<file path="src/rtl/pll_rst_seq_pkg.sv">
// pll_rst_seq_pkg: shared types and helpers for the PLL reset sequencer.
//   state_t    - 3-bit binary FSM encoding
//   max2       - larger of two unsigned values
//   cnt_width  - width of the shared cycle counter, covering every cycle parameter
package pll_rst_seq_pkg;

  typedef enum logic [2:0] {
    ST_RESET_HOLD = 3'd0,
    ST_WAIT_LOCK  = 3'd1,
    ST_STABLE     = 3'd2,
    ST_RELEASE    = 3'd3,
    ST_RUN        = 3'd4,
    ST_STDBY      = 3'd5,
    ST_FAULT      = 3'd6
  } state_t;

  function automatic int unsigned max2(input int unsigned a, input int unsigned b);
    return (a > b) ? a : b;
  endfunction

  // STABLE counts up to LOCK_STABLE inclusive, so the counter must hold the max value itself.
  function automatic int unsigned cnt_width(input int unsigned rst_cycles,
                                            input int unsigned lock_timeout,
                                            input int unsigned lock_stable,
                                            input int unsigned stage_gap);
    int unsigned m;
    m = max2(max2(rst_cycles, lock_timeout), max2(lock_stable, stage_gap));
    return (m < 1) ? 1 : $clog2(m + 1);
  endfunction

endpackage

</file>
<file path="src/rtl/pll_rst_seq_if.sv">
// pll_rst_seq_if: PLL-side and system-side signals of the reset sequencer.
//   pll_extlock  - PLL extlock (async to clk)
//   sleep_req    - standby request level (clk-synchronous)
//   clear_fault  - single-cycle pulse leaving FAULT
//   pll_reset    - PLL reset pin, active high
//   pll_stdby    - PLL standby pin
//   dom_rst_n    - per-domain active-low resets, bit 0 released first
//   locked       - sequencer in RUN
//   fault        - sequencer in FAULT
//   retry_cnt    - failed lock attempts since last RUN or clear
// master: the sequencer; slave: the PLL / system environment.
interface pll_rst_seq_if #(
  parameter int unsigned N_DOMAINS = 4,
  parameter int unsigned RETRY_W   = 2
);
  logic                 pll_extlock;
  logic                 sleep_req;
  logic                 clear_fault;
  logic                 pll_reset;
  logic                 pll_stdby;
  logic [N_DOMAINS-1:0] dom_rst_n;
  logic                 locked;
  logic                 fault;
  logic [RETRY_W-1:0]   retry_cnt;

  modport master (
    input  pll_extlock, sleep_req, clear_fault,
    output pll_reset, pll_stdby, dom_rst_n, locked, fault, retry_cnt
  );

  modport slave (
    output pll_extlock, sleep_req, clear_fault,
    input  pll_reset, pll_stdby, dom_rst_n, locked, fault, retry_cnt
  );
endinterface

</file>
<file path="src/rtl/pll_rst_seq_sync.sv">
// sync_2ff: generic 1-bit two-flop synchronizer, async active-low reset to 0.
//   clk, rst_n - destination clock and reset
//   d          - asynchronous input
//   q          - synchronized output (2 cycles latency)
module sync_2ff (
  input  logic clk,
  input  logic rst_n,
  input  logic d,
  output logic q
);
  logic meta;

  always_ff @(posedge clk or negedge rst_n) begin
    if (!rst_n) begin
      meta <= 1'b0;
      q    <= 1'b0;
    end else begin
      meta <= d;
      q    <= meta;
    end
  end
endmodule

</file>
<file path="src/rtl/pll_rst_seq.sv">
// pll_rst_seq: power-up, lock-supervision and staged reset-release sequencer
// for the system PLL. Runs on the PLL reference clock.
//   clk    - free-running reference clock (same net as PLL refclk)
//   rst_n  - asynchronous active-low reset
//   bus    - pll_rst_seq_if.master: extlock/sleep/clear in; PLL pins,
//            domain resets and status out (all outputs registered)
module pll_rst_seq
  import pll_rst_seq_pkg::*;
#(
  parameter int unsigned RST_CYCLES   = 64,
  parameter int unsigned LOCK_TIMEOUT = 50000,
  parameter int unsigned LOCK_STABLE  = 1024,
  parameter int unsigned STAGE_GAP    = 16,
  parameter int unsigned N_DOMAINS    = 4,
  parameter int unsigned MAX_RETRY    = 3
) (
  input logic          clk,
  input logic          rst_n,
  pll_rst_seq_if.master bus
);

  localparam int unsigned CNT_W   = cnt_width(RST_CYCLES, LOCK_TIMEOUT, LOCK_STABLE, STAGE_GAP);
  localparam int unsigned RETRY_W = $clog2(MAX_RETRY + 1);
  localparam int unsigned STG_W   = (N_DOMAINS > 1) ? $clog2(N_DOMAINS) : 1;

  localparam logic [CNT_W-1:0]   RST_LAST  = CNT_W'(RST_CYCLES - 1);
  localparam logic [CNT_W-1:0]   TO_LAST   = CNT_W'(LOCK_TIMEOUT - 1);
  localparam logic [CNT_W-1:0]   STABLE_N  = CNT_W'(LOCK_STABLE);
  localparam logic [CNT_W-1:0]   GAP_LAST  = CNT_W'(STAGE_GAP - 1);
  localparam logic [STG_W-1:0]   STG_LAST  = STG_W'(N_DOMAINS - 1);
  localparam logic [RETRY_W-1:0] RETRY_MAX = RETRY_W'(MAX_RETRY);

  state_t               state, state_nxt;
  logic [CNT_W-1:0]     cnt, cnt_nxt;
  logic [STG_W-1:0]     stg, stg_nxt;
  logic [RETRY_W-1:0]   retry, retry_nxt, retry_inc;
  logic [N_DOMAINS-1:0] dom_dec;
  logic                 lock_s;

  sync_2ff u_lock_sync (
    .clk   (clk),
    .rst_n (rst_n),
    .d     (bus.pll_extlock),
    .q     (lock_s)
  );

  assign retry_inc = retry + RETRY_W'(1);

  // Priority: FAULT hold > sleep_req > lock loss > timeout > normal progress.
  always_comb begin
    state_nxt = state;
    cnt_nxt   = cnt;
    stg_nxt   = stg;
    retry_nxt = retry;
    if (state == ST_FAULT) begin
      if (bus.clear_fault) begin
        state_nxt = ST_RESET_HOLD;
        cnt_nxt   = '0;
        retry_nxt = '0;
      end
    end else if (bus.sleep_req) begin
      state_nxt = ST_STDBY;
      cnt_nxt   = '0;
    end else begin
      unique case (state)
        ST_RESET_HOLD: begin
          if (cnt == RST_LAST) begin
            state_nxt = ST_WAIT_LOCK;
            cnt_nxt   = '0;
          end else begin
            cnt_nxt = cnt + CNT_W'(1);
          end
        end
        ST_WAIT_LOCK: begin
          if (lock_s) begin
            state_nxt = ST_STABLE;
            cnt_nxt   = '0;
          end else if (cnt == TO_LAST) begin
            retry_nxt = retry_inc;
            state_nxt = (retry_inc == RETRY_MAX) ? ST_FAULT : ST_RESET_HOLD;
            cnt_nxt   = '0;
          end else begin
            cnt_nxt = cnt + CNT_W'(1);
          end
        end
        ST_STABLE: begin
          if (!lock_s) begin
            state_nxt = ST_WAIT_LOCK;
            cnt_nxt   = '0;
          end else if (cnt == STABLE_N) begin
            state_nxt = ST_RELEASE;
            cnt_nxt   = '0;
            stg_nxt   = '0;
          end else begin
            cnt_nxt = cnt + CNT_W'(1);
          end
        end
        ST_RELEASE: begin
          if (!lock_s) begin
            state_nxt = ST_RESET_HOLD;
            cnt_nxt   = '0;
          end else if (stg == STG_LAST) begin
            state_nxt = ST_RUN;
            cnt_nxt   = '0;
            retry_nxt = '0;
          end else if (cnt == GAP_LAST) begin
            stg_nxt = stg + STG_W'(1);
            cnt_nxt = '0;
          end else begin
            cnt_nxt = cnt + CNT_W'(1);
          end
        end
        ST_RUN: begin
          if (!lock_s) begin
            state_nxt = ST_RESET_HOLD;
            cnt_nxt   = '0;
          end
        end
        ST_STDBY: begin
          // sleep_req is known low on this branch.
          state_nxt = ST_RESET_HOLD;
          cnt_nxt   = '0;
        end
        default: begin
          state_nxt = ST_RESET_HOLD;
          cnt_nxt   = '0;
        end
      endcase
    end
  end

  // Outputs are decoded from the next state so they change on the same edge as the state.
  always_comb begin
    dom_dec = '0;
    for (int unsigned i = 0; i < N_DOMAINS; i++) begin
      dom_dec[i] = (state_nxt == ST_RUN) ||
                   ((state_nxt == ST_RELEASE) && (i <= 32'(stg_nxt)));
    end
  end

  always_ff @(posedge clk or negedge rst_n) begin
    if (!rst_n) begin
      state         <= ST_RESET_HOLD;
      cnt           <= '0;
      stg           <= '0;
      retry         <= '0;
      bus.pll_reset <= 1'b1;
      bus.pll_stdby <= 1'b0;
      bus.dom_rst_n <= '0;
      bus.locked    <= 1'b0;
      bus.fault     <= 1'b0;
      bus.retry_cnt <= '0;
    end else begin
      state         <= state_nxt;
      cnt           <= cnt_nxt;
      stg           <= stg_nxt;
      retry         <= retry_nxt;
      bus.pll_reset <= (state_nxt == ST_RESET_HOLD) || (state_nxt == ST_FAULT);
      bus.pll_stdby <= (state_nxt == ST_STDBY);
      bus.dom_rst_n <= dom_dec;
      bus.locked    <= (state_nxt == ST_RUN);
      bus.fault     <= (state_nxt == ST_FAULT);
      bus.retry_cnt <= retry_nxt;
    end
  end

endmodule

</file>
<file path="src/flat_wrapper.sv">
// flat-port wrapper written by rule: the top's interface ports become plain ports
module pll_rst_seq_flat import pll_rst_seq_pkg::*;
#(
  parameter int unsigned RST_CYCLES   = 64,
  parameter int unsigned LOCK_TIMEOUT = 50000,
  parameter int unsigned LOCK_STABLE  = 1024,
  parameter int unsigned STAGE_GAP    = 16,
  parameter int unsigned N_DOMAINS    = 4,
  parameter int unsigned MAX_RETRY    = 3
)
  (clk, rst_n, bus_pll_extlock, bus_sleep_req, bus_clear_fault, bus_pll_reset, bus_pll_stdby, bus_dom_rst_n, bus_locked, bus_fault, bus_retry_cnt);
  pll_rst_seq_if #(.N_DOMAINS(N_DOMAINS), .RETRY_W(2)) bus_i ();
  input logic clk;
  input logic rst_n;
  input wire logic [$bits(bus_i.pll_extlock)-1:0] bus_pll_extlock;
  input wire logic [$bits(bus_i.sleep_req)-1:0] bus_sleep_req;
  input wire logic [$bits(bus_i.clear_fault)-1:0] bus_clear_fault;
  output wire logic [$bits(bus_i.pll_reset)-1:0] bus_pll_reset;
  output wire logic [$bits(bus_i.pll_stdby)-1:0] bus_pll_stdby;
  output wire logic [$bits(bus_i.dom_rst_n)-1:0] bus_dom_rst_n;
  output wire logic [$bits(bus_i.locked)-1:0] bus_locked;
  output wire logic [$bits(bus_i.fault)-1:0] bus_fault;
  output wire logic [$bits(bus_i.retry_cnt)-1:0] bus_retry_cnt;
  assign bus_i.pll_extlock = bus_pll_extlock;
  assign bus_i.sleep_req = bus_sleep_req;
  assign bus_i.clear_fault = bus_clear_fault;
  assign bus_pll_reset = bus_i.pll_reset;
  assign bus_pll_stdby = bus_i.pll_stdby;
  assign bus_dom_rst_n = bus_i.dom_rst_n;
  assign bus_locked = bus_i.locked;
  assign bus_fault = bus_i.fault;
  assign bus_retry_cnt = bus_i.retry_cnt;
  pll_rst_seq #(.RST_CYCLES(RST_CYCLES), .LOCK_TIMEOUT(LOCK_TIMEOUT), .LOCK_STABLE(LOCK_STABLE), .STAGE_GAP(STAGE_GAP), .N_DOMAINS(N_DOMAINS), .MAX_RETRY(MAX_RETRY)) u_core (.clk(clk), .rst_n(rst_n), .bus(bus_i));
endmodule
</file>
<file path="config.mk">
export PLATFORM = sky130hd
export DESIGN_NAME = pll_rst_seq_flat
export DESIGN_NICKNAME = d
export VERILOG_FILES = /design/src/rtl/pll_rst_seq_pkg.sv /design/src/rtl/pll_rst_seq_if.sv /design/src/rtl/pll_rst_seq_sync.sv /design/src/rtl/pll_rst_seq.sv /design/src/flat_wrapper.sv
export SDC_FILE = /design/constraint.sdc
export NUM_CORES = 1
export LEC_CHECK = 0
export CAP_MARGIN = 25
export CORE_MARGIN = 8
export CORE_UTILIZATION = 60
export CTS_BUF_LIST = sky130_fd_sc_hd__clkbuf_2
export DETAILED_ROUTE_END_ITERATION = 12
export PLACE_DENSITY = 0.82
export RECOVER_POWER = 100
export SYNTH_ARGS = -nofsm -noshare
export SYNTH_HDL_FRONTEND = slang
export SYNTH_SLANG_ARGS = --single-unit
</file>
<file path="constraint.sdc">
create_clock -name clk -period 4.4 [get_ports clk]
set_input_delay 0.88 -clock clk [delete_from_list [all_inputs] [get_ports clk]]
set_output_delay 0.88 -clock clk [all_outputs]
set_load 0.1 [all_outputs]
</file>
Word-level counts from Yosys, hierarchy flattened

Index checks and enable logic that the tools add are counted.

Add/subtract/negate cells: 3
Order comparisons: 3
Equality and inequality tests: 22
Muxes and demuxes: 42
Reductions and logical operators: 13

Operators with widths:

| kind                                                  | number |
|---|---|
| two-way mux 16 bit                                    | 12 |
| case mux 16 bit (5 select lines)                      | 1 |
| two-way mux 3 bit                                     | 12 |
| two-way mux 2 bit                                     | 14 |
| adder 16 x 1 -> 16 bit (second input constant)        | 1 |
| == test 16 x 11 -> 1 bit (second input constant)      | 1 |
| == test 16 bit (second input constant)                | 1 |
| == test 16 x 4 -> 1 bit (second input constant)       | 1 |
| == test 16 x 6 -> 1 bit (second input constant)       | 1 |
| == test 3 bit (second input constant)                 | 5 |
| case mux 3 bit (5 select lines)                       | 1 |
| == test 3 x 2 -> 1 bit (second input constant)        | 3 |
| case mux 2 bit (2 select lines)                       | 2 |
| AND reduction 7 bit                                   | 1 |
| logical NOT 3 bit                                     | 2 |
| != test 3 x 1 -> 1 bit (second input constant)        | 2 |
| != test 3 x 2 -> 1 bit (second input constant)        | 2 |
| logical OR 1 bit                                      | 5 |
| adder 2 x 1 -> 2 bit (second input constant)          | 2 |
| == test 2 bit (second input constant)                 | 2 |
| less-or-equal comparator 2 bit (first input constant) | 2 |
| != test 4 x 3 -> 1 bit (second input constant)        | 1 |
| == test 3 x 1 -> 1 bit (second input constant)        | 1 |
| logical AND 1 bit                                     | 3 |
| other kinds (5)                                       | 5 |

Flip-flop bits (word level): 33
Bits of input ports: 5
Logic and storage cells: 94

Depth between registers and ports, before layout

Depth in word-level cells: 11
Mapped depth: 9
Depth with buffers taken out: 8

Cells and area by module

Synthesis repeated with hierarchy kept, for this count alone.

Cell total of the unflattened synthesis: 209
Area, all modules: 2,048.2 um^2

Modules (own cells, without submodules):

| module      | times used | cells an instance | area each (um^2) | sequential area each (um^2) |
|---|---|---|---|---|
| pll_rst_seq | 1          | 207               | 1,998.2          | 777.0 |
| sync_2ff    | 1          | 2                 | 50.0             | 50.0 |

Worst setup path before layout

OpenSTA, ideal clock, no wires.

Kind: input port to flip-flop
From: in bus_sleep_req
To: reg u_core.bus.pll_reset
Arrival: 1.934 ns
Data required time: 4.318 ns
Path slack: 2.384 ns
Stages: 7
Path buffers: 1
Path through: clkbuf_1 -> nor2_1 -> o2111a_1 -> a31oi_1 -> o21a_1 -> and2_1 -> nor3_1

Cells in the longest elaborated chain, start to end: 4
Elaborated cells on any way between the ends: 5
Those cells by class: eq/ne (1); mux (2); reduce/logical (2)

RTL lines:

| what                                                      | RTL line             | RTL |
|---|---|---|
| start, declared                                           | flat_wrapper.sv:16   | `input wire logic [$bits(bus_i.sleep_req)-1:0] bus_sleep_req;` |
| two-way mux 3 bit *                                       | pll_rst_seq.sv:61    | `end else if (bus.sleep_req) begin` |
| two-way mux 3 bit *                                       | pll_rst_seq.sv:55    | `if (state == ST_FAULT) begin` |
| == test 3 bit / logical NOT 3 bit (equally long branches) | pll_rst_seq.sv:158   | `bus.pll_reset <= (state_nxt == ST_RESET_HOLD) \|\| (state_nxt == ST_FAULT);` |
| logical OR 1 bit *                                        | pll_rst_seq.sv:158   |  |
| end signal, assigned                                      | pll_rst_seq.sv:158   |  |
| end, declared                                             | pll_rst_seq_if.sv:28 | `output pll_reset, pll_stdby, dom_rst_n, locked, fault, retry_cnt` |

Every way passes the cells marked *; elsewhere a longest branch is shown, timed or not.
A chain may end at the register's enable or synchronous reset.

Worst setup path in the final report

From: reg u_core.bus.pll_reset
To: out bus_pll_reset

RTL lines:

| what          | RTL line           | RTL |
|---|---|---|
| end, declared | flat_wrapper.sv:18 | `output wire logic [$bits(bus_i.pll_reset)-1:0] bus_pll_reset;` |

No word-level cell between the ends.

==> flow_summary.json <==
{
  "fin_crit_sh_pct": 68.9,
  "crit_path_end_kind": "primary output",
  "worst_pin_slew_ns": 1.74,
  "viasPerCell": 6.30,
  "hold_viol_final": 0,
  "pre_cts_ws_ns": 1.40,
  "grt_pass1_wl_um": 6840,
  "synth.distinct_cells": 48,
  "wirelength_um": 4350,
  "min_to": "u_core.u_lock_sync.q$_DFF_PN0_",
  "io-pin-count": 15,
  "crit_required_ns": 3.52,
  "antenna_found_initial": 0,
  "fp.dieArea_mm2": 0.00526,
  "critPathMaxStageDelay_ns": 1.20,
  "clock-sinks": 33,
  "fin_crit_ns": 3.03,
  "cts-hold-fix-buffers": 0,
  "violations": "max-capacitance violations, max-slew violations",
  "drv_slew": 34,
  "yosys.area.top_type": "dfrtp_1",
  "drive_gt1_share_pct": 5.43,
  "cts.htree.levels": 2,
  "power.density_mw_per_mm2": 333,
  "drtPass1Iterations": 4,
  "design.core.area_mm2": 0.00305,
  "hold_start": "u_core.u_lock_sync.meta$_DFF_PN0_",
  "avgSynthCellArea_um2": 9.32,
  "r2r_start": "u_core.state[1]$_DFF_PN0_",
  "fmax_mhz": 330,
  "synth_cells": 206,
  "async_flop_share_pct": 100,
  "reg2regPathDepth": 6,
  "grt_use_total_pct": 16.6,
  "rows": 20,
  "ys_top_cells_by_count": "dfrtp_1 (32), nand2_1 (23), nor2_1 (16), nand3_1 (10)",
  "clock_latency_ns": 0.39,
  "rsz0062_at_grt": "no",
  "slew_headroom_pct": -16.2,
  "crit_path_max_fanout": 1,
  "vias": 1670,
  "syn_nets": 215,
  "r2r_slack_ns": 1.52,
  "whs_path_depth": 0,
  "setup_violations": 0,
  "arrival_ns": 2.15,
  "wl_per_cell_um": 16.4,
  "cts_setup_buffers": 0,
  "ir_worst_vdd_mv": 0.138,
  "gp_congestion": 0.873,
  "worst_setup_path_start_kind": "register",
  "maxCapViolCount": 1,
  "dp_hpwl_um": 3060,
  "post-route-drc-count": 0,
  "fin_hold_ws_ns": 0.387,
  "yosys_most_used_dff": "dfrtp_1",
  "crit_buf_inv": 1,
  "clock_skew_ns": 0.0103,
  "antenna_cells": 0,
  "grt_start_max_net_pins": 34,
  "p_leak_uw": 0.000856,
  "synth_edf_count": 0,
  "initial_core_util_pct": 62.9,
  "syn_to_final_growth_pct": 7.89,
  "synth_area_leaders": "dfrtp_1 (42%), nand2_1 (4.5%), nor2_1 (3.1%), ha_1 (2.6%), nand3_1 (2.6%)",
  "drtIter0Drc": 193,
  "root_buffer": "clkbuf_2",
  "fin_ws_ns": 1.37,
  "cpMaxStageDelayCell": "dlygate4sd3_1",
  "clockBufferDepth": 2,
  "first_global_vias": 1488,
  "ys_warn_count": 0,
  "status": "finished with violations",
  "crit_type": "register to primary output",
  "hp-class": "register to register",
  "clkTransAtPathRegs_ns": 0.16,
  "yosysSeqAreaShare_pct": 43.1,
  "synth_seq_cells": 33,
  "mappedNetlistArea_mm2": 0.00192,
  "path_delay_family": "buffers and inverters",
  "yosys.area.top_type_share_pct": 41.7,
  "path_cells": "dlygate4sd3_1",
  "die_y_um": 72.6,
  "nets": 229,
  "numPortBuffers": 14,
  "cts_resized": 0,
  "cts_buffers": 5,
  "ant_nets": 0,
  "cts_tree": "built",
  "yosysMostFrequentCell": "dfrtp_1",
  "chipWidth_um": 72.6,
  "r2r-end": "u_core.cnt[5]$_DFFE_PN0P_",
  "grt-ovfl-total": 0,
  "finalSetupTns_ns": 0,
  "power_uw": 689
}
-- sequential cells by signal, summed over array words and instances, names as in the netlist --
| register | flops |
|---|---|
| u_core.bus.dom_rst_n | 4 |
| u_core.u_lock_sync.q | 1 |
| u_core.stg | 2 |
| u_core.u_lock_sync.meta | 1 |
| u_core.cnt | 16 |
| u_core.bus.locked | 1 |
| u_core.bus.retry_cnt | 2 |
| u_core.bus.fault | 1 |
| u_core.bus.pll_stdby | 1 |
| u_core.state | 3 |
| u_core.bus.pll_reset | 1 |
-- final cells by class --
class                      count  area (um2)
sequential                    33         827
tap                           44        55.1
inverter                       9        33.8
timing repair buffer          16         148
clock buffer                   5        25.0
multi-input combinational    155         970
clock inverter                 3        12.5
fill                         248         982
-- stage by stage --
stage	cell area, um2	cells	util [%]
floorplan	1920	206	-
global route	2070	265	67.8
detailed placement	2090	257	68.6
CTS	2130	265	69.8
global placement	2090	257	68.6
finish	2070	265	67.8
-- layout by cell type, fill, tap and decap left out, types with 6 or more instances in the layout --
master,instances
dfrtp_1,32
nand2_1,23
nor2_1,16
dlygate4sd3_1,13
nand3_1,10
inv_1,9
a21oi_1,9
nor3_1,7
nand4_1,6
a31oi_1,6
nand2b_1,6
o21ai_0,6
-- per-layer routing --
metal | vias to the layer above | track usage (%) | routed length [um]
met3 | 6 | 4.68 | 225
met4 | 0 | 7.33 | 56
met5 | - | 0 | 0
met2 | 57 | 28.8 | 2320
met1 | 816 | 18.4 | 1740
li1 | 791 | - | -
-- cells by family after synthesis --
group                      share of synthesized area [%]
DFF                                                 43.1
muxes                                               2.28
AOI/OAI and AO/OA                                   18.3
xor gates and xnor gates                            1.83
adders and majority gates                           2.61
and+or+nand+nor                                     28.3
buffers and inverters                               3.65
-- worst max path at each step --
stage,startpoint,endpoint,slack (ns),cells past startpoint
6_report,u_core.bus.pll_reset$_DFF_PN1_,bus_pll_reset,1.37,1
5_1_grt,u_core.state[1]$_DFF_PN0_,u_core.cnt[5]$_DFFE_PN0P_,1.29,6
4_1_cts,u_core.bus.pll_reset$_DFF_PN1_,bus_pll_reset,1.43,1
3_5_place_dp,bus_sleep_req,u_core.cnt[15]$_DFFE_PN0P_,1.40,7
3_3_place_gp,bus_sleep_req,u_core.cnt[10]$_DFFE_PN0P_,1.44,7
2_1_floorplan,bus_sleep_req,u_core.bus.pll_reset$_DFF_PN1_,2.38,7
-- power by group --
group	internal, uW	leakage (uW)	switching [uW]
clock	34.6	0.0000278	104
sequential	324	0.000427	18.7
combinational	50.8	0.000401	157
-- worst reg2reg max path, delay by kind of cell, from the launching register on --
family / cells / cell delay [ns]
AOI/OAI and AO/OA: 3 / 0.74
DFF: 1 / 0.77
buffers and inverters: 1 / 0.68
and+or+nand+nor: 2 / 0.61
Power figures use the tool's default switching activity.
